==> src/rtl/mdu_hilo_if.sv <==
// Request/result bundle between the EX stage and the HI/LO multiply-divide unit.
interface mdu_hilo_if #(
  parameter int WIDTH = 32
);
  logic             Start;
  logic [1:0]       Op;
  logic [WIDTH-1:0] A;
  logic [WIDTH-1:0] B;
  logic             HiWe;
  logic             LoWe;
  logic [WIDTH-1:0] Wdata;
  logic             Busy;
  logic             Done;
  logic [WIDTH-1:0] Hi;
  logic [WIDTH-1:0] Lo;

  modport master (
    output Start, Op, A, B, HiWe, LoWe, Wdata,
    input  Busy, Done, Hi, Lo
  );

  modport slave (
    input  Start, Op, A, B, HiWe, LoWe, Wdata,
    output Busy, Done, Hi, Lo
  );
endinterface

==> src/rtl/mdu_hilo.sv <==
// Iterative multiply/divide unit owning the HI/LO registers.
// One operand bit per cycle: shift-add multiply, restoring divide on magnitudes,
// followed by a single sign-fix cycle that commits the result to HI/LO.
module mdu_hilo #(
  parameter int WIDTH = 32,
  parameter int CNT_W = 5
) (
  input logic        CLK,
  input logic        RST,
  mdu_hilo_if.slave  bus
);

  typedef enum logic [1:0] {S_IDLE, S_CALC, S_FIX} state_t;

  state_t             state_q, state_d;
  logic [CNT_W-1:0]   count_q, count_d;
  logic               is_div_q, is_div_d;
  logic               sign_a_q, sign_a_d;     // dividend sign, drives remainder sign
  logic               neg_res_q, neg_res_d;   // operand signs differ on a signed op
  logic               div_zero_q, div_zero_d;
  logic [WIDTH-1:0]   acc_hi_q, acc_hi_d;     // product upper half / partial remainder
  logic [WIDTH-1:0]   acc_lo_q, acc_lo_d;     // multiplier / dividend-then-quotient
  logic [WIDTH-1:0]   opnd_q, opnd_d;         // multiplicand / divisor magnitude
  logic [WIDTH-1:0]   hi_q, hi_d;
  logic [WIDTH-1:0]   lo_q, lo_d;
  logic               done_q, done_d;

  // Combinational temporaries
  logic               signed_op, sa, sb;
  logic [WIDTH-1:0]   abs_a, abs_b;
  logic [WIDTH:0]     mul_sum;
  logic [WIDTH+1:0]   div_trial;
  logic [2*WIDTH-1:0] prod_fix;

  // State register and datapath flops; reset discards any operation in flight
  always_ff @(posedge CLK or posedge RST) begin
    if (RST) begin
      state_q    <= S_IDLE;
      count_q    <= '0;
      is_div_q   <= 1'b0;
      sign_a_q   <= 1'b0;
      neg_res_q  <= 1'b0;
      div_zero_q <= 1'b0;
      acc_hi_q   <= '0;
      acc_lo_q   <= '0;
      opnd_q     <= '0;
      hi_q       <= '0;
      lo_q       <= '0;
      done_q     <= 1'b0;
    end else begin
      state_q    <= state_d;
      count_q    <= count_d;
      is_div_q   <= is_div_d;
      sign_a_q   <= sign_a_d;
      neg_res_q  <= neg_res_d;
      div_zero_q <= div_zero_d;
      acc_hi_q   <= acc_hi_d;
      acc_lo_q   <= acc_lo_d;
      opnd_q     <= opnd_d;
      hi_q       <= hi_d;
      lo_q       <= lo_d;
      done_q     <= done_d;
    end
  end

  // Next-state logic: accept/MT* writes in IDLE, one iteration per CALC cycle, commit in FIX
  always_comb begin
    state_d    = state_q;
    count_d    = count_q;
    is_div_d   = is_div_q;
    sign_a_d   = sign_a_q;
    neg_res_d  = neg_res_q;
    div_zero_d = div_zero_q;
    acc_hi_d   = acc_hi_q;
    acc_lo_d   = acc_lo_q;
    opnd_d     = opnd_q;
    hi_d       = hi_q;
    lo_d       = lo_q;
    done_d     = 1'b0;

    // Op[0]=0 selects the signed variants (MULT/DIV)
    signed_op  = ~bus.Op[0];
    sa         = signed_op & bus.A[WIDTH-1];
    sb         = signed_op & bus.B[WIDTH-1];
    abs_a      = sa ? -bus.A : bus.A;
    abs_b      = sb ? -bus.B : bus.B;

    mul_sum    = {1'b0, acc_hi_q} + (acc_lo_q[0] ? {1'b0, opnd_q} : '0);
    // Two spare bits: shifted remainder can exceed WIDTH bits, MSB is the borrow
    div_trial  = {1'b0, acc_hi_q, acc_lo_q[WIDTH-1]} - {2'b00, opnd_q};

    prod_fix   = neg_res_q ? -{acc_hi_q, acc_lo_q} : {acc_hi_q, acc_lo_q};

    case (state_q)
      S_IDLE: begin
        // MT* writes land even when a Start is accepted; FIX overwrites them later
        if (bus.HiWe) hi_d = bus.Wdata;
        if (bus.LoWe) lo_d = bus.Wdata;
        if (bus.Start) begin
          is_div_d   = bus.Op[1];
          sign_a_d   = sa;
          neg_res_d  = sa ^ sb;
          div_zero_d = bus.Op[1] && (bus.B == '0);
          count_d    = '0;
          acc_hi_d   = '0;
          acc_lo_d   = bus.Op[1] ? abs_a : abs_b;
          opnd_d     = bus.Op[1] ? abs_b : abs_a;
          state_d    = S_CALC;
        end
      end
      S_CALC: begin
        if (is_div_q) begin
          if (!div_trial[WIDTH+1]) begin
            acc_hi_d = div_trial[WIDTH-1:0];
            acc_lo_d = {acc_lo_q[WIDTH-2:0], 1'b1};
          end else begin
            acc_hi_d = {acc_hi_q[WIDTH-2:0], acc_lo_q[WIDTH-1]};
            acc_lo_d = {acc_lo_q[WIDTH-2:0], 1'b0};
          end
        end else begin
          {acc_hi_d, acc_lo_d} = {mul_sum, acc_lo_q[WIDTH-1:1]};
        end
        count_d = count_q + 1'b1;
        if (count_q == '1) state_d = S_FIX;
      end
      S_FIX: begin
        if (is_div_q) begin
          // Divide by zero: raw iteration already leaves all-ones quotient and |A|
          // remainder; the dividend-sign fix on the remainder restores raw A
          lo_d = (neg_res_q && !div_zero_q) ? -acc_lo_q : acc_lo_q;
          hi_d = sign_a_q ? -acc_hi_q : acc_hi_q;
        end else begin
          {hi_d, lo_d} = prod_fix;
        end
        done_d  = 1'b1;
        state_d = S_IDLE;
      end
      default: state_d = S_IDLE;
    endcase
  end

  assign bus.Busy = (state_q != S_IDLE);
  assign bus.Done = done_q;
  assign bus.Hi   = hi_q;
  assign bus.Lo   = lo_q;

endmodule

==> src/flat_wrapper.sv <==
// flat-port wrapper written by rule: the top's interface ports become plain ports
module mdu_hilo_flat 
#(
  parameter int WIDTH = 32,
  parameter int CNT_W = 5
)
  (CLK, RST, bus_Start, bus_Op, bus_A, bus_B, bus_HiWe, bus_LoWe, bus_Wdata, bus_Busy, bus_Done, bus_Hi, bus_Lo);
  mdu_hilo_if #(.WIDTH(WIDTH)) bus_i ();
  input logic CLK;
  input logic RST;
  input wire logic [$bits(bus_i.Start)-1:0] bus_Start;
  input wire logic [$bits(bus_i.Op)-1:0] bus_Op;
  input wire logic [$bits(bus_i.A)-1:0] bus_A;
  input wire logic [$bits(bus_i.B)-1:0] bus_B;
  input wire logic [$bits(bus_i.HiWe)-1:0] bus_HiWe;
  input wire logic [$bits(bus_i.LoWe)-1:0] bus_LoWe;
  input wire logic [$bits(bus_i.Wdata)-1:0] bus_Wdata;
  output wire logic [$bits(bus_i.Busy)-1:0] bus_Busy;
  output wire logic [$bits(bus_i.Done)-1:0] bus_Done;
  output wire logic [$bits(bus_i.Hi)-1:0] bus_Hi;
  output wire logic [$bits(bus_i.Lo)-1:0] bus_Lo;
  assign bus_i.Start = bus_Start;
  assign bus_i.Op = bus_Op;
  assign bus_i.A = bus_A;
  assign bus_i.B = bus_B;
  assign bus_i.HiWe = bus_HiWe;
  assign bus_i.LoWe = bus_LoWe;
  assign bus_i.Wdata = bus_Wdata;
  assign bus_Busy = bus_i.Busy;
  assign bus_Done = bus_i.Done;
  assign bus_Hi = bus_i.Hi;
  assign bus_Lo = bus_i.Lo;
  mdu_hilo #(.WIDTH(WIDTH), .CNT_W(CNT_W)) u_core (.CLK(CLK), .RST(RST), .bus(bus_i));
endmodule
==> config.mk <==
export PLATFORM = sky130hd
export DESIGN_NAME = mdu_hilo_flat
export DESIGN_NICKNAME = d
export VERILOG_FILES = /design/src/rtl/mdu_hilo_if.sv /design/src/rtl/mdu_hilo.sv /design/src/flat_wrapper.sv
export SDC_FILE = /design/constraint.sdc
export NUM_CORES = 1
export LEC_CHECK = 0
export ABC_AREA = 1
export BUFFER_PORTS_ARGS = -buffer_cell sky130_fd_sc_hd__clkbuf_2
export CAP_MARGIN = 20
export CORE_UTILIZATION = 40
export DETAILED_ROUTE_END_ITERATION = 12
export PLACE_DENSITY = 0.57
export SYNTH_ARGS = -nofsm -noshare
export SYNTH_HDL_FRONTEND = slang
export SYNTH_SLANG_ARGS = --single-unit
==> constraint.sdc <==
create_clock -name CLK -period 6.7 [get_ports CLK]
set_input_delay 0.67 -clock CLK [delete_from_list [all_inputs] [get_ports CLK]]
set_output_delay 0.67 -clock CLK [all_outputs]
set_load 0.005 [all_outputs]
# Word-level counts from Yosys, hierarchy flattened
# Cells that the tools add are included.
[word_totals]
register_bits = 172
in_bits = 103
[classes]
add_sub_neg = 8
n_reduce_logical = 13
eq_ne = 7
bitwise = 4
mux = 28
[op_table]
columns = ["operator", "count"]
rows = [
  ["32-bit 2-to-1 mux", 16],
  ["32-bit one-hot mux with 2 select lines", 4],
  ["32-bit negation", 4],
  ["64-bit 2-to-1 mux", 1],
  ["64-bit negation", 1],
  ["33-bit by 32-bit subtractor with 34-bit output", 1],
  ["32-bit by 33-bit adder with 33-bit output", 1],
  ["32-bit logical NOT", 1],
  ["5-bit one-hot mux with 2 select lines", 1],
  ["2-bit AND reduction", 5],
  ["2-bit != test, second input constant", 3],
  ["2-bit nonzero test", 3],
  ["5-bit by 1-bit adder with 5-bit output, second input constant", 1],
  ["5-bit equality test, second input constant", 1],
  ["5-bit 2-to-1 mux", 1],
  ["2-bit 2-to-1 mux", 2],
  ["2-bit one-hot mux with 2 select lines", 1],
  ["1-bit AND", 2],
  ["2-bit by 1-bit equality test with 1-bit output, second input constant", 1],
  ["2-bit equality test, second input constant", 1],
  ["1-bit logical AND", 2],
  ["2-bit logical NOT", 1],
  ["1-bit 2-to-1 mux", 2],
  ["2-bit by 1-bit != test with 1-bit output, second input constant", 1],
  ["other kinds (3)", 3],
]

# Depth between registers and ports, before layout
# Gate-level depths: netlist of the first run.
[logic_depth]
ltp_word = 6
depth_mapped = 20

# Worst setup path after synthesis of the first run
# OpenSTA, ideal clock, no wires.
[synth_timing]
path_kind = "register -> register"
start = "register u_core.acc_lo_q[0]"
end = "register u_core.acc_hi_q[29]"
synth_period_minus_slack_ns = 2.576
setup_time_ns = 0.118
t_arrival_ns = 2.458
slack_ns = 4.124
path_stages_with_launch = 20
required_ns = 6.582
cell_sequence = "dfrtp_1 -> buf_2 -> clkbuf_1 -> nand2_1 -> inv_1 -> ha_1 -> inv_1 -> fa_1 -> inv_1 -> nand2_1 -> o21ai_1 -> nand2_1 -> nand2_1 -> nand2_1 -> nand3_1 -> nand2_1 -> nand3_1 -> nand3_1 -> nand3_1 -> nand2_1"
[synth_between]
elab_chain_cells = 4
[synth_rtl]
columns = ["item", "line_no", "source"]
rows = [
  ["from (decl)", "mdu_hilo.sv:22", "logic [WIDTH-1:0] acc_lo_q, acc_lo_d;"],
  ["from (signal assigned)", "mdu_hilo.sv:58", "acc_lo_q <= acc_lo_d;"],
  ["32-bit 2-to-1 mux", "mdu_hilo.sv:88", "mul_sum = {1'b0, acc_hi_q} + (acc_lo_q[0] ? {1'b0, opnd_q} : '0);"],
  ["32-bit by 33-bit adder with 33-bit output", "mdu_hilo.sv:88", ""],
  ["32-bit 2-to-1 mux", "mdu_hilo.sv:112", "if (is_div_q) begin"],
  ["32-bit one-hot mux with 2 select lines", "mdu_hilo.sv:94", "case (state_q)"],
  ["to (signal assigned)", "mdu_hilo.sv:57", "acc_hi_q <= acc_hi_d;"],
  ["to (decl)", "mdu_hilo.sv:21", "logic [WIDTH-1:0] acc_hi_q, acc_hi_d;"],
]
# Every way passes these cells.
# A chain may end at the register's enable or synchronous reset.

# Final worst setup path of the first run
# Ends and elaborated chain as after synthesis.

==> metrics, run 1 <==
status complete, no violations; Layout Nets 3418; top_reg_cell synth dfrtp_1; Max Buffers Root-to-Sink 2; DRT Pass-1 Iters 6; mapped cell area 0.0182 sq mm; Multi-input gate area 0.0118 sq mm; Worst setup SP type flop; WP data required 7.05 ns; relative slew slack 28.2%; most common library cell in the layout ignoring fill and taps nand2_1; Static Leak 0.0103 uW; Placeable Area 0.0445 sq mm; total number of yosys warnings 0; grt total ovfl 0; Power Dens Cells 558 mW/mm^2; Post-synth EDFFs 0; Syn Nets 3314; Final ANT Viol Nets 0; sequential area share after synthesis 23.7%; actual slew at the worst max-slew pin 1.08 ns; die extent in x 215 um; TritonCTS clock tree built; clk_skew 0.0141 ns; total CTS buffers 17; HP Class input pin to asynchronous set/reset pin; TNS Setup 0 ns; Reg clk slew, reported paths 0.07 ns; Routed WL 78700 um; hold buffer count at cts 0; Rows 77; Initial Util 40.9%; initial DRC count 2158; n_diodes 0; initial antenna violation count 0; Final Max Slew Viols 0; RePlAce Congestion 0.954; CTS Sinks 172; Die ar. 0.0463 sq mm; htree depth 4; RSZ-0062 raised after global routing no; vias post-DR 21083; P&R area growth vs syn 10.8%; drt wl/cell 20.5 um; largest net degree at the start of global routing 105; crit-path max FO 25; commonest non-fill, non-tap cells in the layout 993 x nand2_1, 426 x inv_1, 382 x nor2_1; CP Capture Type flop; Final Critical Period 3.26 ns; Synth Instances 3139; post-synthesis async set-or-reset flop share 100%; Root Buffer clkbuf_16; post-cts sizing count 0; worst hold margin 0.262 ns; first-pass GRT wire length 118000 um; Skew-Pair Late Insertion Delay 0.47 ns; dpl hpwl 65000 um; Hold Fails Final Rpt 0; synthesis-stage register bit count 172; Seq. cell area 0.00431 sq mm; placed insts 3816; vias in the first global route 19312; Max Cap Viol 0; ratio of cells with drive above 1 in the final layout 9.18%; IO Port Bufs 168; GRT Total Usage 33.5%; fin cells 3848; I/O pin cnt 169; Syn Area/Cell 5.80 sq um; Fillers 4947; Post-CTS Setup Bufs 0; vias per cell 5.48; Setup Viol. Count Final 0; Setup CP Type flop to flop; Power Total 11200 uW; fin crit share 48.7%; fmax 0.306 GHz; VDD IR max 0.000457 V; Die Y 215 um; drc violations 0; arrival time worst endpoint 3.61 ns; Unique masters post-synth 53
-- cell type report --
cell class	count	share of cell area, %
inverter	441	8.26
clock inverter	13	0.863
clock buffer	19	2.20
multi-input combinational	2424	58.6
sequential	172	21.4
tap	592	3.68
timing repair buffer	187	5.00
-- sequential cells by signal, indices dropped and copies added (netlist names) --
signal             cells
u_core.acc_hi_q       32
u_core.acc_lo_q       32
u_core.bus.Hi         32
u_core.bus.Lo         32
u_core.opnd_q         32
u_core.count_q         5
u_core.state_q         2
u_core.bus.Done        1
u_core.div_zero_q      1
u_core.is_div_q        1
u_core.neg_res_q       1
u_core.sign_a_q        1
-- synthesized netlist by cell type, types with 30 or more instances --
cell type / number / share of area (%)
nand2_1: 993 / 20
inv_1: 427 / 8.8
nor2_1: 386 / 8.0
nand3_1: 269 / 7.4
o21ai_0: 181 / 5.0
dfrtp_1: 172 / 24
a21oi_1: 169 / 4.6
ha_1: 70 / 4.8
xor2_1: 66 / 3.2
clkbuf_1: 64 / 1.3
o21ai_1: 38 / 1.0
nor3_1: 33 / 0.91
o211ai_1: 33 / 1.4
nand4_1: 30 / 1.0
-- where the power goes --
part / internal, uW / switching, uW / total, uW
sequential: 1550 / 821 / 2370
combinational: 2480 / 5310 / 7800
clock: 607 / 481 / 1090
total: 4640 / 6610 / 11200
-- cells by family (layout without fill, tap and decap cells) --
| group | Yosys count | count (layout) | share of synthesized area, % |
|---|---|---|---|
| buffers and inverters | 543 | 660 | 11.6 |
| AO/OA/AOI/OAI | 486 | 486 | 14.8 |
| XOR/XNOR | 75 | 75 | 3.61 |
| AND/OR/NAND/NOR | 1791 | 1791 | 41.3 |
| adder cells (fa/ha/maj) | 72 | 72 | 5.03 |
| flip-flops | 172 | 172 | 23.7 |
-- worst paths after layout --
path	cells after the start	end	start	slack (ns)
hold reg to reg	2	u_core.bus.Lo[5]$_DFFE_PP0P_	u_core.bus.Lo[5]$_DFFE_PP0P_	0.49
setup / recovery	18	u_core.acc_hi_q[29]$_DFFE_PP0P_	u_core.acc_lo_q[0]$_DFFE_PP0P_	3.44
max in group asynchronous	3	u_core.count_q[0]$_DFFE_PP0P_	RST	5.36
hold / removal	2	u_core.bus.Hi[25]$_DFFE_PP0P_	RST	0.26
min in group CLK	3	u_core.bus.Lo[0]$_DFFE_PP0P_	bus_Wdata[0]	0.48
setup reg to reg	18	u_core.acc_hi_q[29]$_DFFE_PP0P_	u_core.acc_lo_q[0]$_DFFE_PP0P_	3.44
-- per-layer routing --
metal	share of wire [%]	vias up	global-route usage, %
met5	0	-	0
met4	3.2	0	11.2
met3	8.2	95	4.53
met2	43	987	50.8
met1	46	9756	48.6
li1	-	10245	-
-- metrics by stage --
step           utilization [%]  instance area [sq um]  setup WS [ns]
6_report                  45.3                  20200           3.44
5_1_grt                   45.3                  20200           3.16
4_1_cts                   45.3                  20200           3.46
3_5_place_dp              43.9                  19500           3.41
3_3_place_gp              43.8                  19500           3.53
2_1_floorplan                -                  18200           1.37
-- worst max-delay path, stage by stage (launching register included) --
cell and delay, ns:
dfrtp_1 0.61, buf_4 0.36, nand2_1 0.08, inv_1 0.06, ha_1 0.16, inv_1 0.07, fa_1 0.41, inv_1 0.09
nand2_1 0.07, o21ai_1 0.34, nand2_1 0.09, nand2_1 0.15, nand2_1 0.07, nand3_1 0.11, nand2_1 0.10, nand3_1 0.10
nand3_1 0.08, nand3_1 0.13, nand2_1 0.05
No activity file was read; power rests on OpenSTA's default activity.
==> run 2: changes to the inputs <==
--- a/config.mk
+++ b/config.mk
@@ -10,7 +10,7 @@
 export CAP_MARGIN = 20
 export CORE_UTILIZATION = 40
 export DETAILED_ROUTE_END_ITERATION = 12
-export PLACE_DENSITY = 0.57
+export PLACE_DENSITY = 0.6
 export SYNTH_ARGS = -nofsm -noshare
 export SYNTH_HDL_FRONTEND = slang
 export SYNTH_SLANG_ARGS = --single-unit
==> constraint.sdc (replaced) <==
create_clock -name CLK -period 2.85 [get_ports CLK]
set_input_delay 0.285 -clock CLK [delete_from_list [all_inputs] [get_ports CLK]]
set_output_delay 0.285 -clock CLK [all_outputs]
set_load 0.005 [all_outputs]
==> run 2 against run 1 <==
Against the previous run:
- worst hold slack worse by 0.20 ns
- die area is the same
- first-iteration DRC count rose by 22%
- worst setup slack got worse by 3.3 ns
==> metrics, run 2 (same netlist as run 1, synthesis figures left out) <==
status complete, no violations; initial antenna violation count 0; TritonCTS clock tree built; total CTS buffers 17; Setup CP Type flop to flop; Worst Hold Path EP u_core.bus.Lo[0]$_DFFE_PP0P_; Placeable Area 0.0445 sq mm; Hold Fails Final Rpt 0; Final ANT Viol Nets 0; Die ar. 0.0463 sq mm; Rows 77; drc violations 0; die extent in x 215 um; post-route cell area 0.0210 sq mm; fin crit share 96.4%; HP Start bus_Wdata[0]; Hold Path Cell Cnt 3; crit-path max cell delay 0.48 ns; drt wl/cell 21.3 um; reg2reg start u_core.acc_hi_q[12]$_DFFE_PP0P_; Final Max Slew Viols 0; Routed WL 84100 um; Setup Viol. Count Final 0; CTS Sinks 172; clk_skew 0.0149 ns; P_int 11800 uW; GRT Total Usage 35.8%; DRT Pass-1 Iters 6; vias in the first global route 20172; Seq. cell area 0.00431 sq mm; relative slew slack 46.2%; worst hold margin 0.0611 ns; largest net degree at the start of global routing 84; P&R area growth vs syn 15.2%; crit-path max FO 15; Fillers 4880; Static Leak 0.0108 uW; TNS Setup 0 ns; kind of cell adding the most delay to the critical path simple AND/OR/NAND/NOR gates; initial DRC count 2628; commonest non-fill, non-tap cells in the layout 993 x nand2_1, 426 x inv_1, 381 x nor2_1; Die Y 215 um; Skew-Pair Late Insertion Delay 0.51 ns; Final Critical Period 2.75 ns; HP Class input pin to flop; Worst R2R End u_core.acc_hi_q[29]$_DFFE_PP0P_; n_diodes 0; VDD IR max 0.000817 V; Power Dens Cells 1360 mW/mm^2; Flop pwr share 17.5%; slowest CP cell dfrtp_1; arrival time worst endpoint 3.14 ns; Max Buffers Root-to-Sink 2; vias per cell 5.56; RePlAce Congestion 1.00; RSZ-0062 raised after global routing no; WP buf/inv 2; WP data required 3.24 ns; CP dominant cell by count nand2_1; Root Buffer clkbuf_16; grt total ovfl 0; Reg clk slew, reported paths 0.07 ns; vias post-DR 21931; fmax 0.364 GHz; Max Cap Viol 0; ratio of cells with drive above 1 in the final layout 11.9%; proportion of power drawn by the clock network 9.0%; R2R depth 15; Cell Chain, Critical Path ha_1 -> nand2_1 -> nor2_1 -> inv_1 -> nor2_1 -> nand2_1 -> nand2_2 -> nand2_4 -> nand2_8 -> nand2_2 -> buf_4 -> nand2_1 -> nand2_1 -> nand3_1 -> nand2_1; Initial Util 40.9%; most common library cell in the layout ignoring fill and taps nand2_1; Multi-input gate area 0.0119 sq mm; I/O pin cnt 169; first-pass GRT wire length 125000 um; internal reg-to-reg setup slack 0.10 ns; htree depth 4; IO Port Bufs 168; Combinational Power Share 73.5%; switching pwr 16600 uW; CP Capture Type flop; Worst setup SP type flop; Switching Fraction 58.4%; DP Area 0.0203 sq mm; dpl hpwl 69600 um; Layout Nets 3512; actual slew at the worst max-slew pin 0.798 ns
[run 2: changes by cell type in the layout (fill, tap and decap cells not counted), sizes merged]
cell	change
bufinv	-1
dlygate4sd3	+1
clkbuf	+1
clkinvlp	+2
inv	-2
buf	+93
[run 2: layer usage]
metal	wire, um	share of wire (%)	global-route usage (%)
met1	37600	45	50.4
met2	37000	44	55.6
met3	6950	8.3	5.25
met4	2600	3.1	12.7
met5	0	0	0
[run 2: how the worst max path moves through the flow]
stage	start	endpoint	slack, ns	depth (start not counted)
finish	u_core.acc_hi_q[12]$_DFFE_PP0P_	u_core.acc_hi_q[29]$_DFFE_PP0P_	0.10	15
global route	u_core.acc_hi_q[5]$_DFFE_PP0P_	u_core.acc_hi_q[29]$_DFFE_PP0P_	0.009	15
detailed placement	u_core.acc_lo_q[0]$_DFFE_PP0P_	u_core.acc_hi_q[30]$_DFFE_PP0P_	0.15	14
CTS	u_core.acc_lo_q[0]$_DFFE_PP0P_	u_core.acc_hi_q[30]$_DFFE_PP0P_	0.13	14
floorplan	u_core.acc_lo_q[0]$_DFFE_PP0P_	u_core.acc_hi_q[29]$_DFFE_PP0P_	0.27	19
global placement	u_core.acc_lo_q[0]$_DFFE_PP0P_	u_core.acc_hi_q[30]$_DFFE_PP0P_	0.10	14
[run 2: layout make-up]
class	count	share of cell area (%)
Multi-Input combinational cell	2424	56.6
Sequential cell	172	20.5
Timing Repair Buffer	281	8.55
Inverter	441	7.93
Tap cell	592	3.53
Clock buffer	20	2.18
Clock inverter	12	0.710
[run 2: metrics by stage]
step / util [%] / setup slack (ns) / instances / total power (uW)
finish: 47.1 / 0.102 / 3942 / 28400
detailed placement: 45.6 / 0.146 / 3909 / 25200
global route: 47.1 / 0.00872 / 3942 / 30600
floorplan: - / 0.274 / 3139 / 17400
CTS: 47.0 / 0.134 / 3942 / 27800
global placement: 45.6 / 0.104 / 3909 / 25100
[run 2: power groups by stage]
stage,clock network (uW),registers (uW),logic [uW]
5_1_grt,2660,5060,22800
3_5_place_dp,0,4930,20200
3_3_place_gp,0,4900,20200
6_report,2570,4970,20900
2_1_floorplan,0,4590,12800
4_1_cts,2590,4890,20300
[run 2: what timing repair did]
action	in CTS	in global routing
endpoints found under the hold margin	20	0
setup endpoints to repair	0	6
resized for setup	0	7
hold buffers	1	0
buffers inserted	0	0
[run 2: worst register-to-register path, delay by kind of cell (launching register included)]
| family | cells | cell delay (ns) |
|---|---|---|
| AND/OR/NAND/NOR | 12 | 1.38 |
| flip-flops | 1 | 0.48 |
| adder cells (fa/ha/maj) | 1 | 0.44 |
| buffers and inverters | 2 | 0.34 |
